## config.mk

```make
export PLATFORM = sky130hd
export DESIGN_NAME = mfp_reset_sequencer
export DESIGN_NICKNAME = d
export VERILOG_FILES = /design/src/rtl/mfp_reset_sequencer.sv
export SDC_FILE = /design/constraint.sdc
export NUM_CORES = 1
export LEC_CHECK = 0
export BUFFER_PORTS_ARGS = -buffer_cell sky130_fd_sc_hd__buf_2
export CAP_MARGIN = 20
export CORE_MARGIN = 2
export CORE_UTILIZATION = 45
export CTS_CLUSTER_DIAMETER = 120
export CTS_CLUSTER_SIZE = 10
export DETAILED_ROUTE_END_ITERATION = 7
export PLACE_DENSITY = 0.72
export SETUP_SLACK_MARGIN = 0.1
export SLEW_MARGIN = 15
export SYNTH_ARGS = -nofsm -noshare
export SYNTH_HDL_FRONTEND = slang
export SYNTH_SLANG_ARGS = --single-unit
export TNS_END_PERCENT = 5
```

## constraint.sdc

```tcl
create_clock -name clk -period 2.6 [get_ports clk]
set_clock_uncertainty 0.1 [all_clocks]
set_input_delay 0.52 -clock clk [delete_from_list [all_inputs] [get_ports clk]]
set_output_delay 0.52 -clock clk [all_outputs]
set_load 0.005 [all_outputs]
```

## src/rtl/mfp_reset_sequencer.sv

```systemverilog
// -----------------------------------------------------------------------------
// mfp_reset_sequencer
//
// Board-level reset sequencer for the MIPSfpga-plus tops. Collects the raw
// reset sources (external active-low requests, PLL lock, software pulse),
// synchronises and debounces them, holds every domain in reset for a minimum
// width after the last request, then releases the domains one at a time,
// lowest index first. The cause of the most recent run-time reset is kept in
// a sticky register.
//
// Ports:
//   clk           system clock
//   resetn        asynchronous active-low power-on reset of this block
//   src_req_n     [N_SRC]      asynchronous active-low reset requests
//   src_mask      [N_SRC]      1 = request source enabled (quasi-static)
//   pll_locked    asynchronous PLL lock, low = reset request
//   sw_reset_req  synchronous one-cycle software reset pulse
//   cause_clr     synchronous clear of last_cause
//   rst_n_out     [N_DOMAINS]  registered active-low domain resets
//   reset_active  registered, high while any rst_n_out bit is low
//   last_cause    [N_SRC+2]    sticky cause: {sw, pll loss, sources}
//   state_dbg     [2]          current sequencer state (0 ASSERT,
//                              1 RELEASE, 2 RUN)
// -----------------------------------------------------------------------------
module mfp_reset_sequencer #(
   parameter int N_SRC           = 2,
   parameter int N_DOMAINS       = 3,
   parameter int SYNC_STAGES     = 2,
   parameter int DEBOUNCE_CYCLES = 4,
   parameter int MIN_ASSERT      = 16,
   parameter int STAGE_DELAY     = 8
) (
   input  logic                 clk,
   input  logic                 resetn,
   input  logic [N_SRC-1:0]     src_req_n,
   input  logic [N_SRC-1:0]     src_mask,
   input  logic                 pll_locked,
   input  logic                 sw_reset_req,
   input  logic                 cause_clr,
   output logic [N_DOMAINS-1:0] rst_n_out,
   output logic                 reset_active,
   output logic [N_SRC+1:0]     last_cause,
   output logic [1:0]           state_dbg
);

   localparam int MAX_AS = (MIN_ASSERT > STAGE_DELAY) ? MIN_ASSERT : STAGE_DELAY;
   localparam int MAX_C  = (MAX_AS > DEBOUNCE_CYCLES) ? MAX_AS : DEBOUNCE_CYCLES;
   localparam int CW     = $clog2(MAX_C) + 1;

   localparam logic [CW-1:0] DEB_LAST    = CW'(DEBOUNCE_CYCLES - 1);
   localparam logic [CW-1:0] ASSERT_LAST = CW'(MIN_ASSERT - 1);
   localparam logic [CW-1:0] STAGE_LAST  = CW'(STAGE_DELAY - 1);

   typedef enum logic [1:0] {
      ST_ASSERT  = 2'd0,
      ST_RELEASE = 2'd1,
      ST_RUN     = 2'd2
   } state_t;

   // ---------------------------------------------------------------------------
   // Input synchronisers. Request flops idle at 1 (no request); the PLL chain
   // idles at 0 so a fresh power-on always counts as one request cycle.
   // ---------------------------------------------------------------------------
   logic [SYNC_STAGES-1:0] src_sync [N_SRC];
   logic [SYNC_STAGES-1:0] pll_sync;

   always_ff @(posedge clk or negedge resetn) begin
      if (!resetn) begin
         for (int i = 0; i < N_SRC; i++) src_sync[i] <= '1;
         pll_sync <= '0;
      end else begin
         for (int i = 0; i < N_SRC; i++)
            src_sync[i] <= {src_sync[i][SYNC_STAGES-2:0], src_req_n[i]};
         pll_sync <= {pll_sync[SYNC_STAGES-2:0], pll_locked};
      end
   end

   // ---------------------------------------------------------------------------
   // Per-source debounce: the debounced level only follows the synchronised
   // level after DEBOUNCE_CYCLES consecutive samples that disagree with it.
   // ---------------------------------------------------------------------------
   logic [N_SRC-1:0] deb_req_n;
   logic [CW-1:0]    deb_cnt [N_SRC];

   always_ff @(posedge clk or negedge resetn) begin
      if (!resetn) begin
         deb_req_n <= '1;
         for (int i = 0; i < N_SRC; i++) deb_cnt[i] <= '0;
      end else begin
         for (int i = 0; i < N_SRC; i++) begin
            if (src_sync[i][SYNC_STAGES-1] == deb_req_n[i]) begin
               deb_cnt[i] <= '0;
            end else if (deb_cnt[i] == DEB_LAST) begin
               deb_req_n[i] <= src_sync[i][SYNC_STAGES-1];
               deb_cnt[i]   <= '0;
            end else begin
               deb_cnt[i] <= deb_cnt[i] + CW'(1);
            end
         end
      end
   end

   // Request terms laid out exactly like last_cause so capture is a plain OR.
   logic [N_SRC+1:0] req_terms;
   logic             req_any;

   assign req_terms = {sw_reset_req, ~pll_sync[SYNC_STAGES-1], ~deb_req_n & src_mask};
   assign req_any   = |req_terms;

   // ---------------------------------------------------------------------------
   // Sequencer state register
   // ---------------------------------------------------------------------------
   state_t                 state, state_next;
   logic [CW-1:0]          cnt, cnt_next;
   logic [N_DOMAINS-1:0]   rst_next;
   logic [N_DOMAINS-1:0]   stage_fill;
   logic                   active_next;
   logic [N_SRC+1:0]       cause_next;

   always_ff @(posedge clk or negedge resetn) begin
      if (!resetn) begin
         state        <= ST_ASSERT;
         cnt          <= '0;
         rst_n_out    <= '0;
         reset_active <= 1'b1;
         last_cause   <= '0;
      end else begin
         state        <= state_next;
         cnt          <= cnt_next;
         rst_n_out    <= rst_next;
         reset_active <= active_next;
         last_cause   <= cause_next;
      end
   end

   assign state_dbg = state;

   // rst_n_out is a thermometer code: releasing the next stage means shifting
   // one more 1 in from the bottom.
   always_comb begin
      stage_fill    = '0;
      stage_fill[0] = 1'b1;
      for (int i = 1; i < N_DOMAINS; i++) stage_fill[i] = rst_n_out[i-1];
   end

   // ---------------------------------------------------------------------------
   // Next-state, output and cause logic
   // ---------------------------------------------------------------------------
   always_comb begin
      state_next = state;
      cnt_next   = cnt;
      rst_next   = rst_n_out;
      cause_next = cause_clr ? '0 : last_cause;

      unique case (state)
         ST_ASSERT: begin
            // Requests seen while already in reset only restart the width
            // timer; they are deliberately not recorded as causes.
            rst_next = '0;
            if (req_any) begin
               cnt_next = '0;
            end else if (cnt == ASSERT_LAST) begin
               cnt_next    = '0;
               rst_next[0] = 1'b1;
               state_next  = (N_DOMAINS == 1) ? ST_RUN : ST_RELEASE;
            end else begin
               cnt_next = cnt + CW'(1);
            end
         end

         ST_RELEASE: begin
            if (req_any) begin
               state_next = ST_ASSERT;
               rst_next   = '0;
               cnt_next   = '0;
               cause_next = cause_next | req_terms;
            end else if (cnt == STAGE_LAST) begin
               cnt_next = '0;
               rst_next = stage_fill;
               if (&stage_fill) state_next = ST_RUN;
            end else begin
               cnt_next = cnt + CW'(1);
            end
         end

         ST_RUN: begin
            rst_next = '1;
            cnt_next = '0;
            if (req_any) begin
               state_next = ST_ASSERT;
               rst_next   = '0;
               cause_next = cause_next | req_terms;
            end
         end

         default: begin
            state_next = ST_ASSERT;
            rst_next   = '0;
            cnt_next   = '0;
         end
      endcase

      active_next = ~&rst_next;
   end

endmodule

```

# Word-level counts from Yosys, hierarchy flattened
# Cells that the tools add are included.
# word_totals
input_bits	9
reg_bits	33
latchBits	0
ram_bits	0
word_cells	68
out_inout_bits	10
memories	0
rom_bits	0
# classes
multipliers	0
n_lt_le_gt_ge	0
eq_ne	13
n_mux	25
div_mod_pow	0
reduce_logical	9
n_shift	0
bitwise	6
n_addsub	3
# op_table
operator	n
$mux 5	8
$add 5x1->5 const B	3
$mux 2	6
$mux 4	3
$eq 5x2->1 const B	2
$pmux 5 s2	1
$mux 3	3
$pmux 3 s3	1
$ne 2x2->1 const B	3
$ne 3x3->1 const B	2
$pmux 2 s3	1
$reduce_and 2->1	3
$eq 5x3->1 const B	1
$eq 5x4->1 const B	1
$reduce_and 5->1	1
$or 4x4->4	1
$reduce_or 4->1	1
$not 1->1	3
$reduce_and 3->1	1
$and 2x2->2	1
$eq 1x1->1	2
$eq 2x1->1 const B	1
$eq 2x2->1 const B	1
$logic_not 2->1	1
other kinds (4)	5

# Longest topological paths before layout
# depth
depth_word	7
ltp_mapped	8
ltp_nobuf	8

# Worst setup path before layout
# No wires, ideal clock.
# synth_path
path_kind	register -> register
startpoint	register cnt[0]
endpoint	register state[1] (netlist: state_dbg[1])
arrival_time_ns	1.735
synth_period_minus_slack_ns	1.961
t_required_ns	2.374
setup_time_ns	0.126
path_buffers	0
stages_incl_launch_ff	9
path_slack_ns	0.639
cell_sequence	dfrtp_1 -> ha_1 -> nand3_1 -> inv_1 -> ha_1 -> nor2b_1 -> nor2_1 -> mux2_4 -> a311o_1
# synth_via
elab_chain_cells	3
word_cells_on_any_way	5
cone_classes	eq/ne: 4; reduce/logical: 1
# synth_rtl
element	line	rtl
from (decl)	114	logic [CW-1:0] cnt, cnt_next;
from (signal assigned)	129	cnt <= cnt_next;
$eq 5x3->1 or $eq 5x4->1 (tied branches)	177, 162	
$ne 3x3->1 (no line) or $ne 2x2->1 (tied branches)	--	
$reduce_and 5->1 (no line) (*)	--	
to (signal assigned)	128	state <= state_next;
to (decl)	113	state_t state, state_next;
# Mark *: on every way between the ends. The rest lies on a longest branch, timed or not.
# A chain may end at the register's enable or synchronous reset.

# Worst setup path after layout
# Same ends and word-level chain as after synthesis.

==> impl_metrics.toml <==
[power_and_ir_drop]
power.share.sequential_pct = 58.4
p_comb_share_pct = 13.8
cellLeakagePower_nw = 0.799
p_sw_share_pct = 26.5
p_per_area_mw_per_mm2 = 599
power_frac_clock_pct = 27.9
p_int_w = 0.000768
vdd_drop_max_v = 0.000420
netSwitchingPower_w = 0.000277

[detailed_routing]
wl_per_cell_um = 12.8
first_iter_violations = 51
post-route-drc-count = 0
avgViaCountPerCell = 5.14
first_pass_iters = 4
routed_wl_um = 2610
num_vias = 1044
ant_nets = 0

[clock_network]
cts_tree = "done"
clk_pin_slew_ns = 0.10
post_cts_buffers = 0
clockBufferDepth = 2
numCtsBuffers = 5
clock_sinks = 33
clock-root-buffer = "clkbuf_4"
postCtsResizedCells = 0
cts_max_level = 2
clock_latency_ns = 0.33
hold_buffers = 0

[grt]
grt_pass1_wl_um = 5020
antenna_found_initial = 0
grt_use_total_pct = 16.2
grt_max_degree = 34
grt_pass1_vias = 1118
overflow = 0

[place]
dp_hpwl_um = 1950
dp_cells = 196
port_buffers = 18
gp_congestion = 0.796
place_area_mm2 = 0.00168

[critical_path]
cp.required_ns = 2.70
crit_path_start_kind = "flip-flop"
crit_fanout = 4
end_kind = "flip-flop"
cp.arrival_ns = 2.23
reg2regPathDepth = 8
crit_type = "reg2reg"

[logic_synthesis]
syn_area_mm2 = 0.00156
synth-seq-cells = 33
syn_area_per_cell_um2 = 11.6
synth_area_leaders = "dfrtp_1 (42%), dfstp_2 (12%), ha_1 (7.2%)"
ys_seq_area_share_pct = 53.5
yosys.area.top_type = "dfrtp_1"
syn_nets = 153
ys_types = 31
yosys_warnings = 0
syn-instance-count = 135
yosysTopAreaCellShare_pct = 41.7

[sta]
fmax_ghz = 0.469
min_period_ns = 2.13
rsz0062_at_grt = "false"
final-hold-violation-count = 0
maxSlewViolCount = 0
tns_ns = 0
relSlewSlack_pct = 52.7
setup_violations = 0
fin_crit_sh_pct = 81.9
holdWs_ns = 0.128
tightest_slew_ns = 0.700

[floorplanning]
start_util_pct = 46.8
io_pins = 19
core_region_area_mm2 = 0.00334
fp.dieH_um = 62.9
row_count = 21
die-area_mm2 = 0.00395
fp.dieW_um = 62.9

[cells_and_area]
final_nets = 175
diodes = 0
syn2layout_area_growth_pct = 11.7
drive_above_1_share_pct = 27.4
n_fill_cell = 335
stdcell_area_mm2 = 0.00174
multi_input_area_um2 = 661
fin_cells = 203
ff_latch_area_um2 = 835

[worst_hold_path]
hold_path_class = "in2async"

[flow_run]
max_cap_violations = 0

[status]
status = "complete, no violations"
[cell usage in the layout (no fill, tap or decap), types with 2 or more instances in the layout]
master	netlist	routed
nor2_1	14	14
ha_1	9	9
nand3_1	6	6
xor2_1	6	6
inv_1	11	11
nor2b_1	6	6
nor4b_1	3	3
dfrtp_1	26	26
clkbuf_4	0	5
buf_2	1	18
a21oi_1	4	4
dfstp_2	7	7
nor3_1	4	4
xnor2_1	2	2
mux2_2	6	6
o21ai_0	9	9
nand2_1	6	6
[logic make-up (layout without fill, tap and decap cells)]
group           Yosys count  in the layout  share of synthesized area, %
compound gates           20             20                          9.38
xor+xnor                  8              8                          4.49
fa+ha+maj                 9              9                          7.22
buf+inv                  14             36                          4.17
flops                    33             33                          53.5
mux                       8              8                          5.93
simple gates             43             43                          15.3
[flip-flops by register name, indices dropped and copies added, names as in the netlist]
signal,count
cnt,5
deb_cnt,10
deb_req_n,2
last_cause,4
pll_sync,2
reset_active,1
rst_n_out,3
src_sync,4
state_dbg,2
[metal layers]
| layer | share of wire [%] | wire [µm] | track usage (%) |
|---|---|---|---|
| met1 | 45 | 1170 | 19.1 |
| met2 | 49 | 1280 | 27.1 |
| met3 | 4.5 | 116 | 5.23 |
| met4 | 1.5 | 40 | 6.94 |
| met5 | 0 | 0 | 0 |
[synthesized netlist by cell type]
library cell / count
dfrtp_1: 26
nor2_1: 14
inv_1: 11
ha_1: 9
o21ai_0: 9
dfstp_2: 7
mux2_2: 6
nand2_1: 6
nand3_1: 6
nor2b_1: 6
xor2_1: 6
a21oi_1: 4
nor3_1: 4
nor4b_1: 3
xnor2_1: 2
a2111oi_4: 1
a211oi_2: 1
a21o_1: 1
a221o_1: 1
a22oi_1: 1
a311o_1: 1
and3_1: 1
and4bb_1: 1
buf_2: 1
buf_4: 1
buf_6: 1
mux2_4: 1
mux2i_1: 1
nand3_4: 1
o22ai_1: 1
or4b_4: 1
[power groups by stage]
stage / Clock (W) / Sequential, W / Combinational (W)
5_1_grt: 0.000334 / 0.000620 / 0.000168
2_1_floorplan: 0 / 0.000612 / 0.000112
3_3_place_gp: 0 / 0.000617 / 0.000141
4_1_cts: 0.000303 / 0.000611 / 0.000148
3_5_place_dp: 0 / 0.000621 / 0.000147
6_report: 0.000291 / 0.000610 / 0.000144
[final timing paths]
check                                                end                   from  slack, ns
worst max-delay path            state_dbg[1]$_DFFE_PN0P_       cnt[0]$_DFF_PN0_       0.47
worst min-delay path              rst_n_out[0]$_DFF_PN0_                 resetn       0.13
worst max register to register  state_dbg[1]$_DFFE_PN0P_       cnt[0]$_DFF_PN0_       0.47
worst min register to register     src_sync[3]$_DFF_PN1_  src_sync[2]$_DFF_PN1_       0.26
max in group asynchronous       state_dbg[1]$_DFFE_PN0P_                 resetn       1.80
min in group clk                   src_sync[0]$_DFF_PN1_           src_req_n[1]       0.18
[through the flow]
step | setup slack (ns) | utilization (%) | power, W
final | 0.470 | 52.2 | 0.00104
after detailed placement | 0.500 | 50.5 | 0.000768
after floorplan | 0.639 | - | 0.000724
after CTS | 0.467 | 52.2 | 0.00106
after global routing | 0.333 | 52.2 | 0.00112
after global placement | 0.587 | 50.5 | 0.000759
[critical path, cell delays in order, from the launching register on]
cell and delay [ns]:
dfrtp_1 0.41, ha_1 0.24, nand3_1 0.12, inv_1 0.05, ha_1 0.21, nor2b_1 0.20
nor2_1 0.06, mux2_4 0.27, a311o_1 0.34
[area by class of cell]
cell class | instances | area share, %
clock inverter | 1 | 0.431
multi-input combinational | 88 | 37.9
clock buffer | 6 | 2.94
tap | 46 | 3.30
inverter | 11 | 2.37
sequential | 33 | 47.9
timing repair buffer | 18 | 5.17
Power figures use the tool's default switching activity.
